### src/rtl/mul_arbiter.sv
// Round-robin arbiter/sequencer sharing one 10-stage serial 8x8 multiplier among NREQ requesters.
// Optional: define MUL_ARB_ZERO_BYPASS_EN to answer zero-operand requests without running the multiplier.
module mul_arbiter #(
  parameter int NREQ = 4,
  parameter int ID_W = 2
) (
  input  logic                clk,
  input  logic                rst,
  input  logic [NREQ-1:0]     req_valid,
  output logic [NREQ-1:0]     req_ready,
  input  logic [8*NREQ-1:0]   req_in1,
  input  logic [8*NREQ-1:0]   req_in2,
  output logic                resp_valid,
  input  logic                resp_ready,
  output logic [ID_W-1:0]     resp_id,
  output logic [15:0]         resp_data,
  output logic                mul_rst,
  output logic [7:0]          mul_in1,
  output logic [7:0]          mul_in2,
  input  logic [15:0]         mul_out,
  output logic                busy
);

  typedef enum logic [1:0] {IDLE, SYNC, RUN, RESP} state_t;

  state_t          r_state;
  logic [ID_W-1:0] r_last;
  logic [ID_W-1:0] r_id;
  logic [7:0]      r_op1;
  logic [7:0]      r_op2;
  logic [3:0]      r_cnt;
  logic            r_resp_valid;
  logic [ID_W-1:0] r_resp_id;
  logic [15:0]     r_resp_data;
  logic            r_busy;

  logic            w_grant_vld;
  logic [ID_W-1:0] w_grant;
  logic [7:0]      w_in1;
  logic [7:0]      w_in2;
  logic            w_accept;
  logic            w_zero;

  // Round-robin search: first valid index above r_last, otherwise wrap from 0 up to r_last.
  always_comb begin
    w_grant_vld = 1'b0;
    w_grant     = '0;
    w_in1       = 8'd0;
    w_in2       = 8'd0;
    for (int i = 0; i < NREQ; i++) begin
      if (!w_grant_vld && req_valid[i] && (ID_W'(i) > r_last)) begin
        w_grant_vld = 1'b1;
        w_grant     = ID_W'(i);
        w_in1       = req_in1[8*i +: 8];
        w_in2       = req_in2[8*i +: 8];
      end else begin
        w_grant_vld = w_grant_vld;
      end
    end
    for (int i = 0; i < NREQ; i++) begin
      if (!w_grant_vld && req_valid[i] && (ID_W'(i) <= r_last)) begin
        w_grant_vld = 1'b1;
        w_grant     = ID_W'(i);
        w_in1       = req_in1[8*i +: 8];
        w_in2       = req_in2[8*i +: 8];
      end else begin
        w_grant_vld = w_grant_vld;
      end
    end
  end

  assign w_accept = (r_state == IDLE) && w_grant_vld && !rst;

`ifdef MUL_ARB_ZERO_BYPASS_EN
  assign w_zero = (w_in1 == 8'd0) || (w_in2 == 8'd0);
`else
  assign w_zero = 1'b0;
`endif

  // One-hot accept strobe for the granted requester, only while idle.
  always_comb begin
    req_ready = '0;
    for (int i = 0; i < NREQ; i++) begin
      req_ready[i] = w_accept && (w_grant == ID_W'(i));
    end
  end

  // Sequencer: accept, pulse the multiplier reset, count stages, hold the response.
  always_ff @(posedge clk) begin
    if (rst) begin
      r_state      <= IDLE;
      r_last       <= ID_W'(NREQ - 1);
      r_id         <= '0;
      r_op1        <= 8'd0;
      r_op2        <= 8'd0;
      r_cnt        <= 4'd0;
      r_resp_valid <= 1'b0;
      r_resp_id    <= '0;
      r_resp_data  <= 16'd0;
      r_busy       <= 1'b0;
    end else begin
      case (r_state)
        IDLE: begin
          if (w_accept) begin
            r_op1  <= w_in1;
            r_op2  <= w_in2;
            r_id   <= w_grant;
            r_last <= w_grant;
            r_busy <= 1'b1;
            if (w_zero) begin
              r_resp_data  <= 16'd0;
              r_resp_id    <= w_grant;
              r_resp_valid <= 1'b1;
              r_state      <= RESP;
            end else begin
              r_state <= SYNC;
            end
          end else begin
            r_state <= IDLE;
          end
        end
        SYNC: begin
          r_cnt   <= 4'd0;
          r_state <= RUN;
        end
        RUN: begin
          // r_cnt tracks the multiplier stage; the product is valid at stage 9 only.
          if (r_cnt == 4'd9) begin
            r_resp_data  <= mul_out;
            r_resp_id    <= r_id;
            r_resp_valid <= 1'b1;
            r_state      <= RESP;
          end else begin
            r_cnt <= r_cnt + 4'd1;
          end
        end
        RESP: begin
          if (resp_ready) begin
            r_resp_valid <= 1'b0;
            r_busy       <= 1'b0;
            r_state      <= IDLE;
          end else begin
            r_state <= RESP;
          end
        end
        default: begin
          r_resp_valid <= 1'b0;
          r_busy       <= 1'b0;
          r_state      <= IDLE;
        end
      endcase
    end
  end

  assign mul_rst    = rst || (r_state == SYNC);
  assign mul_in1    = r_op1;
  assign mul_in2    = r_op2;
  assign resp_valid = r_resp_valid;
  assign resp_id    = r_resp_id;
  assign resp_data  = r_resp_data;
  assign busy       = r_busy;

endmodule
### config.mk
export PLATFORM = sky130hd
export DESIGN_NAME = mul_arbiter
export DESIGN_NICKNAME = d
export VERILOG_FILES = /design/src/rtl/mul_arbiter.sv
export SDC_FILE = /design/constraint.sdc
export NUM_CORES = 1
export LEC_CHECK = 0
export CAP_MARGIN = 20
export CORE_ASPECT_RATIO = 0.6
export CORE_MARGIN = 3
export CORE_UTILIZATION = 31
export DETAILED_ROUTE_END_ITERATION = 12
export PLACE_DENSITY = 0.66
export SLEW_MARGIN = 20
export SYNTH_ARGS = -nofsm -noshare
export SYNTH_HDL_FRONTEND = slang
export SYNTH_SLANG_ARGS = --single-unit
### constraint.sdc
create_clock -name clk -period 1.7 [get_ports clk]
set_clock_uncertainty 0.1 [all_clocks]
set_input_delay 0.255 -clock clk [delete_from_list [all_inputs] [get_ports clk]]
set_output_delay 0.255 -clock clk [all_outputs]
set_load 0.005 [all_outputs]
After elaboration in Yosys (flattened, before gate mapping) --
Cells that the tools add are included.
Operators by class: eq/ne operators 11, shifts and indexed selects 0, reduce and logical (&&, ||, !) cells 40, add/sub/neg operators 1, divide/modulo/power cells 0, bitwise operators 0, magnitude comparators 8, mux-type cells 42, multiply operators 0
Operator list (count):
- $mux 8 | 16
- $logic_and 1x1->1 | 21
- $mux 2 | 8
- $mux 1 | 13
- $eq 2x2->1 const B | 4
- $logic_not 1->1 | 8
- $ne 2x2->1 const B | 4
- $pmux 2 s4 | 1
- $pmux 4 s2 | 1
- $reduce_and 2->1 | 3
- $reduce_and 3->1 | 2
- $reduce_bool 2->1 | 3
- $add 4x1->4 const B | 1
- $eq 2x1->1 const B | 2
- $eq 4x4->1 const B | 1
- $gt 1x2->1 const A | 2
- $gt 2x2->1 const A | 2
- $le 1x2->1 const A | 2
- $le 2x2->1 const A | 2
- $logic_not 2->1 | 2
- $mux 4 | 1
- $pmux 1 s2 | 2
- $logic_or 1x1->1 | 1
Storage, ports and cells: RAM bits 0, register bits 46, bits of input ports 87, bits in latches 0, output and inout bits 41, logic and storage cells 112, ROM bits 0, memories 0

Logic depth before layout (Yosys ltp) --
depth after elaboration 35, depth in mapped cells 8, mapped depth without buffers 7

Worst setup path after synthesis --
No wires, ideal clock.
kind register to output, from reg r_last[1], to out req_ready[3], data required time 1345 ps, path buffers 2, arrival 1408 ps, slack -63 ps, cell stages (with the launch flop) 5, path through dfxtp_1 clkbuf_1 clkbuf_1 o221ai_1 nor4_1
Between the ends: longest elaborated chain between the ends 34, elaborated cells on any way between the ends 49, those cells by class order compare: 8; eq/ne: 1; mux: 15; reduce/logical: 25
Ends and longest elaborated chain:
- start, declared | line 27 | logic [ID_W-1:0] r_last;
- start signal, assigned | line 92 | r_last <= ID_W'(NREQ - 1);
- start signal, assigned | line 108 | r_last <= w_grant;
- $gt 1x2->1 | line 51 | if (!w_grant_vld && req_valid[i] && (ID_W'(i) > r_last)) begin
- $logic_and 1x1->1 | line 51
- $mux 1 | line 51
- $logic_not 1->1 | line 51
- $logic_and 1x1->1 (2 in a row) | line 51
- $mux 1 | line 51
- $logic_not 1->1 | line 51
- $logic_and 1x1->1 (2 in a row) | line 51
- (+13 left out)
- $logic_not 1->1 | line 61 | if (!w_grant_vld && req_valid[i] && (ID_W'(i) <= r_last)) begin
- $logic_and 1x1->1 (2 in a row) | line 61
- $mux 1 | line 61
- $logic_not 1->1 | line 61
- $logic_and 1x1->1 (2 in a row) | line 61
- $mux 1 | line 61
- $logic_and 1x1->1 (2 in a row) | line 72 | assign w_accept = (r_state == IDLE) && w_grant_vld && !rst;
- $logic_and 1x1->1 * | line 84 | req_ready[i] = w_accept && (w_grant == ID_W'(i));
- end, declared | line 10 | output logic [NREQ-1:0] req_ready,
Every way passes the cells marked *; elsewhere a longest branch is shown, timed or not.

Worst setup path in the final report --
from reg r_last[0], to out req_ready[0]
Same word-level chain as after synthesis.

==> out/metrics.yaml <==
dr.first_iter.drc_count: 353
grt_use_total_pct: 21.9
synth_area_um2: 2960
io_buffers: 127
slew_headroom_pct: 69.2
cp-end-kind: "output port"
layout_commonest_cell: "clkdlybuf4s50_1"
fin_crit_ns: 1.90
antenna_found_initial: 1
drive_above_1_share_pct: 26.9
cp-start-kind: "register"
die_area_um2: 10800
min_path_type: "reg -> reg"
start_util_pct: 33.3
drv_cap: 0
clock_sinks: 46
rsz0062_at_grt: "true"
grt_max_degree: 33
ios: 128
grt_remaining_overflow: 0
synth_cells: 395
area_growth_syn_to_layout_pct: 81.1
setup_slack_ns: -0.199
multi_input_area_um2: 2120
path_clk_slew_ns: 0.07
seqCellArea_um2: 935
drc: 0
ys_async_sr_fraction_pct: 0
ant_nets: 0
numCtsBuffers: 5
routed_wl_um: 12600
final_nets: 656
synth_seq_cells: 46
synth-edff-count: 0
fill_cells: 749
seq_area_frac_synth_pct: 31.1
firstDrtPassIters: 5
drv_slew: 0
cp_max_fo: 4
gp_congestion: 0.941
die_y_um: 81.7
worst_ir_drop_vdd_mv: 0.487
fin_tns_setup_ns: -1.77
p_leak_nw: 1.94
power.density_nw_per_um2: 763
syn-num-nets: 484
ctsLongestPathBuffers: 2
clockRootBuffer: "clkbuf_16"
status: "finished with violations"
vias: 3813
crit_required_ns: 1.34
cp.arrival_ns: 1.54
die_w_um: 132
violations: "negative setup slack"
max_freq_mhz: 527
fin_util_pct: 60.4
htreeDepth: 2
hold_viol: 0
rows: 26
finalCritPeriodShare_pct: 112
wire_per_inst_um: 18.2
crit_type: "reg -> out"
hold_slack_ns: 0.355
viasPerCell: 5.49
clock_latency_ns: 0.29
synth.distinct_cells: 44
core_um2: 8880
grt_pass1_wl_um: 19200
synth_area_per_cell_um2: 7.50
tightest_slew_ns: 0.462
dp_hpwl_um: 8300
grt_pass1_vias: 3721
ys.flop_type: "dfxtp_1"
layout_common_cells: "clkdlybuf4s50_1, nand2_1, buf_4"
ys_warn_count: 0
setup_viol: 20
cts_tree: "built"
## final cells by class
type	instances	share of cell area, %
Clock inverter	3	0.443
Sequential cell	46	17.4
Tap cell	126	2.94
Clock buffer	5	2.33
Timing Repair Buffer	200	37.1
Antenna cell	1	0.0467
Multi-Input combinational cell	311	39.5
Inverter	3	0.210
## Yosys cell counts, types with 8 or more instances
library cell / number / share of area [%]
o211ai_1: 16 / 4.1
o221ai_1: 17 / 5.0
o21ai_1: 16 / 2.7
o21a_1: 16 / 4.1
nor2_1: 8 / 1.0
clkbuf_1: 14 / 1.8
a22oi_1: 17 / 4.3
nand2_1: 93 / 12
nor2b_1: 8 / 1.7
dfxtp_1: 46 / 31
a21oi_1: 41 / 6.9
nand3_1: 19 / 3.2
buf_2: 14 / 2.4
a211oi_1: 14 / 3.5
## cell families (layout without fill, tap and decap cells)
family	Yosys count	in the layout	share of synthesized area (%)
muxes	2	2	0.718
other	0	1	0
and+or+nand+nor	157	157	25.4
DFF	46	46	31.1
xor gates and xnor gates	1	1	0.296
AOI/OAI and AO/OA	149	149	35.1
adders and majority gates	2	2	0.845
buffers and inverters	38	211	6.55
## registers in the layout, summed over array words and instances (netlist names), 2 cells and up
signal and flops:
r_state 2, resp_id 2, resp_data 16, r_cnt 4, r_id 2, mul_in2 8, r_last 2, mul_in1 8
## per-layer routing
layer,vias up,GRT usage [%],wire [µm]
li1,1795,-,-
met1,1816,29.7,5930
met2,185,35.8,5530
met3,17,6.00,998
met4,0,3.32,168
met5,-,0,0
## per-stage QoR
| step | power [W] | cell area [µm²] | std cells | worst slack (ns) |
|---|---|---|---|---|
| 2_1_floorplan | 0.00193 | 2970 | 395 | -0.00341 |
| 3_3_place_gp | 0.00268 | 4670 | 664 | -0.853 |
| 3_5_place_dp | 0.00270 | 4670 | 664 | -0.876 |
| 4_1_cts | 0.00390 | 5150 | 681 | -0.193 |
| 5_1_grt | 0.00428 | 5360 | 695 | -0.246 |
| 6_report | 0.00409 | 5360 | 695 | -0.199 |
## power by group
group	switching (W)	internal, W	leakage, nW	total (W)
clock	0.000475	0.000552	0.0664	0.00103
sequential	0.0000761	0.00118	0.377	0.00126
combinational	0.000826	0.000981	1.50	0.00181
total	0.00138	0.00272	1.94	0.00409
## timing repair
item / CTS / global route
endpoints found under the hold margin: 0 / 0
pin swaps: 29 / 21
gates cloned: 1 / 3
endpoints found under the setup margin: 26 / 24
gates resized for setup: 86 / 29
hold buffers: 0 / 0
setup buffers: 9 / 10
## final timing paths
kind / to / slack (ns) / startpoint / cells past startpoint
max: req_ready[0] / -0.20 / r_last[0] / 5
min: resp_id[0] / 0.35 / r_id[0] / 2
max reg2reg: mul_in1[2] / -0.10 / r_last[0] / 9
min reg2reg: resp_id[0] / 0.35 / r_id[0] / 2
## critical path, stage by stage, from the launching register on
cell,delay (ns)
dfxtp_4,0.37
buf_6,0.12
nand2b_4,0.15
o221a_4,0.23
nor4_2,0.22
buf_2,0.16
(Power assumes the default switching activity.)
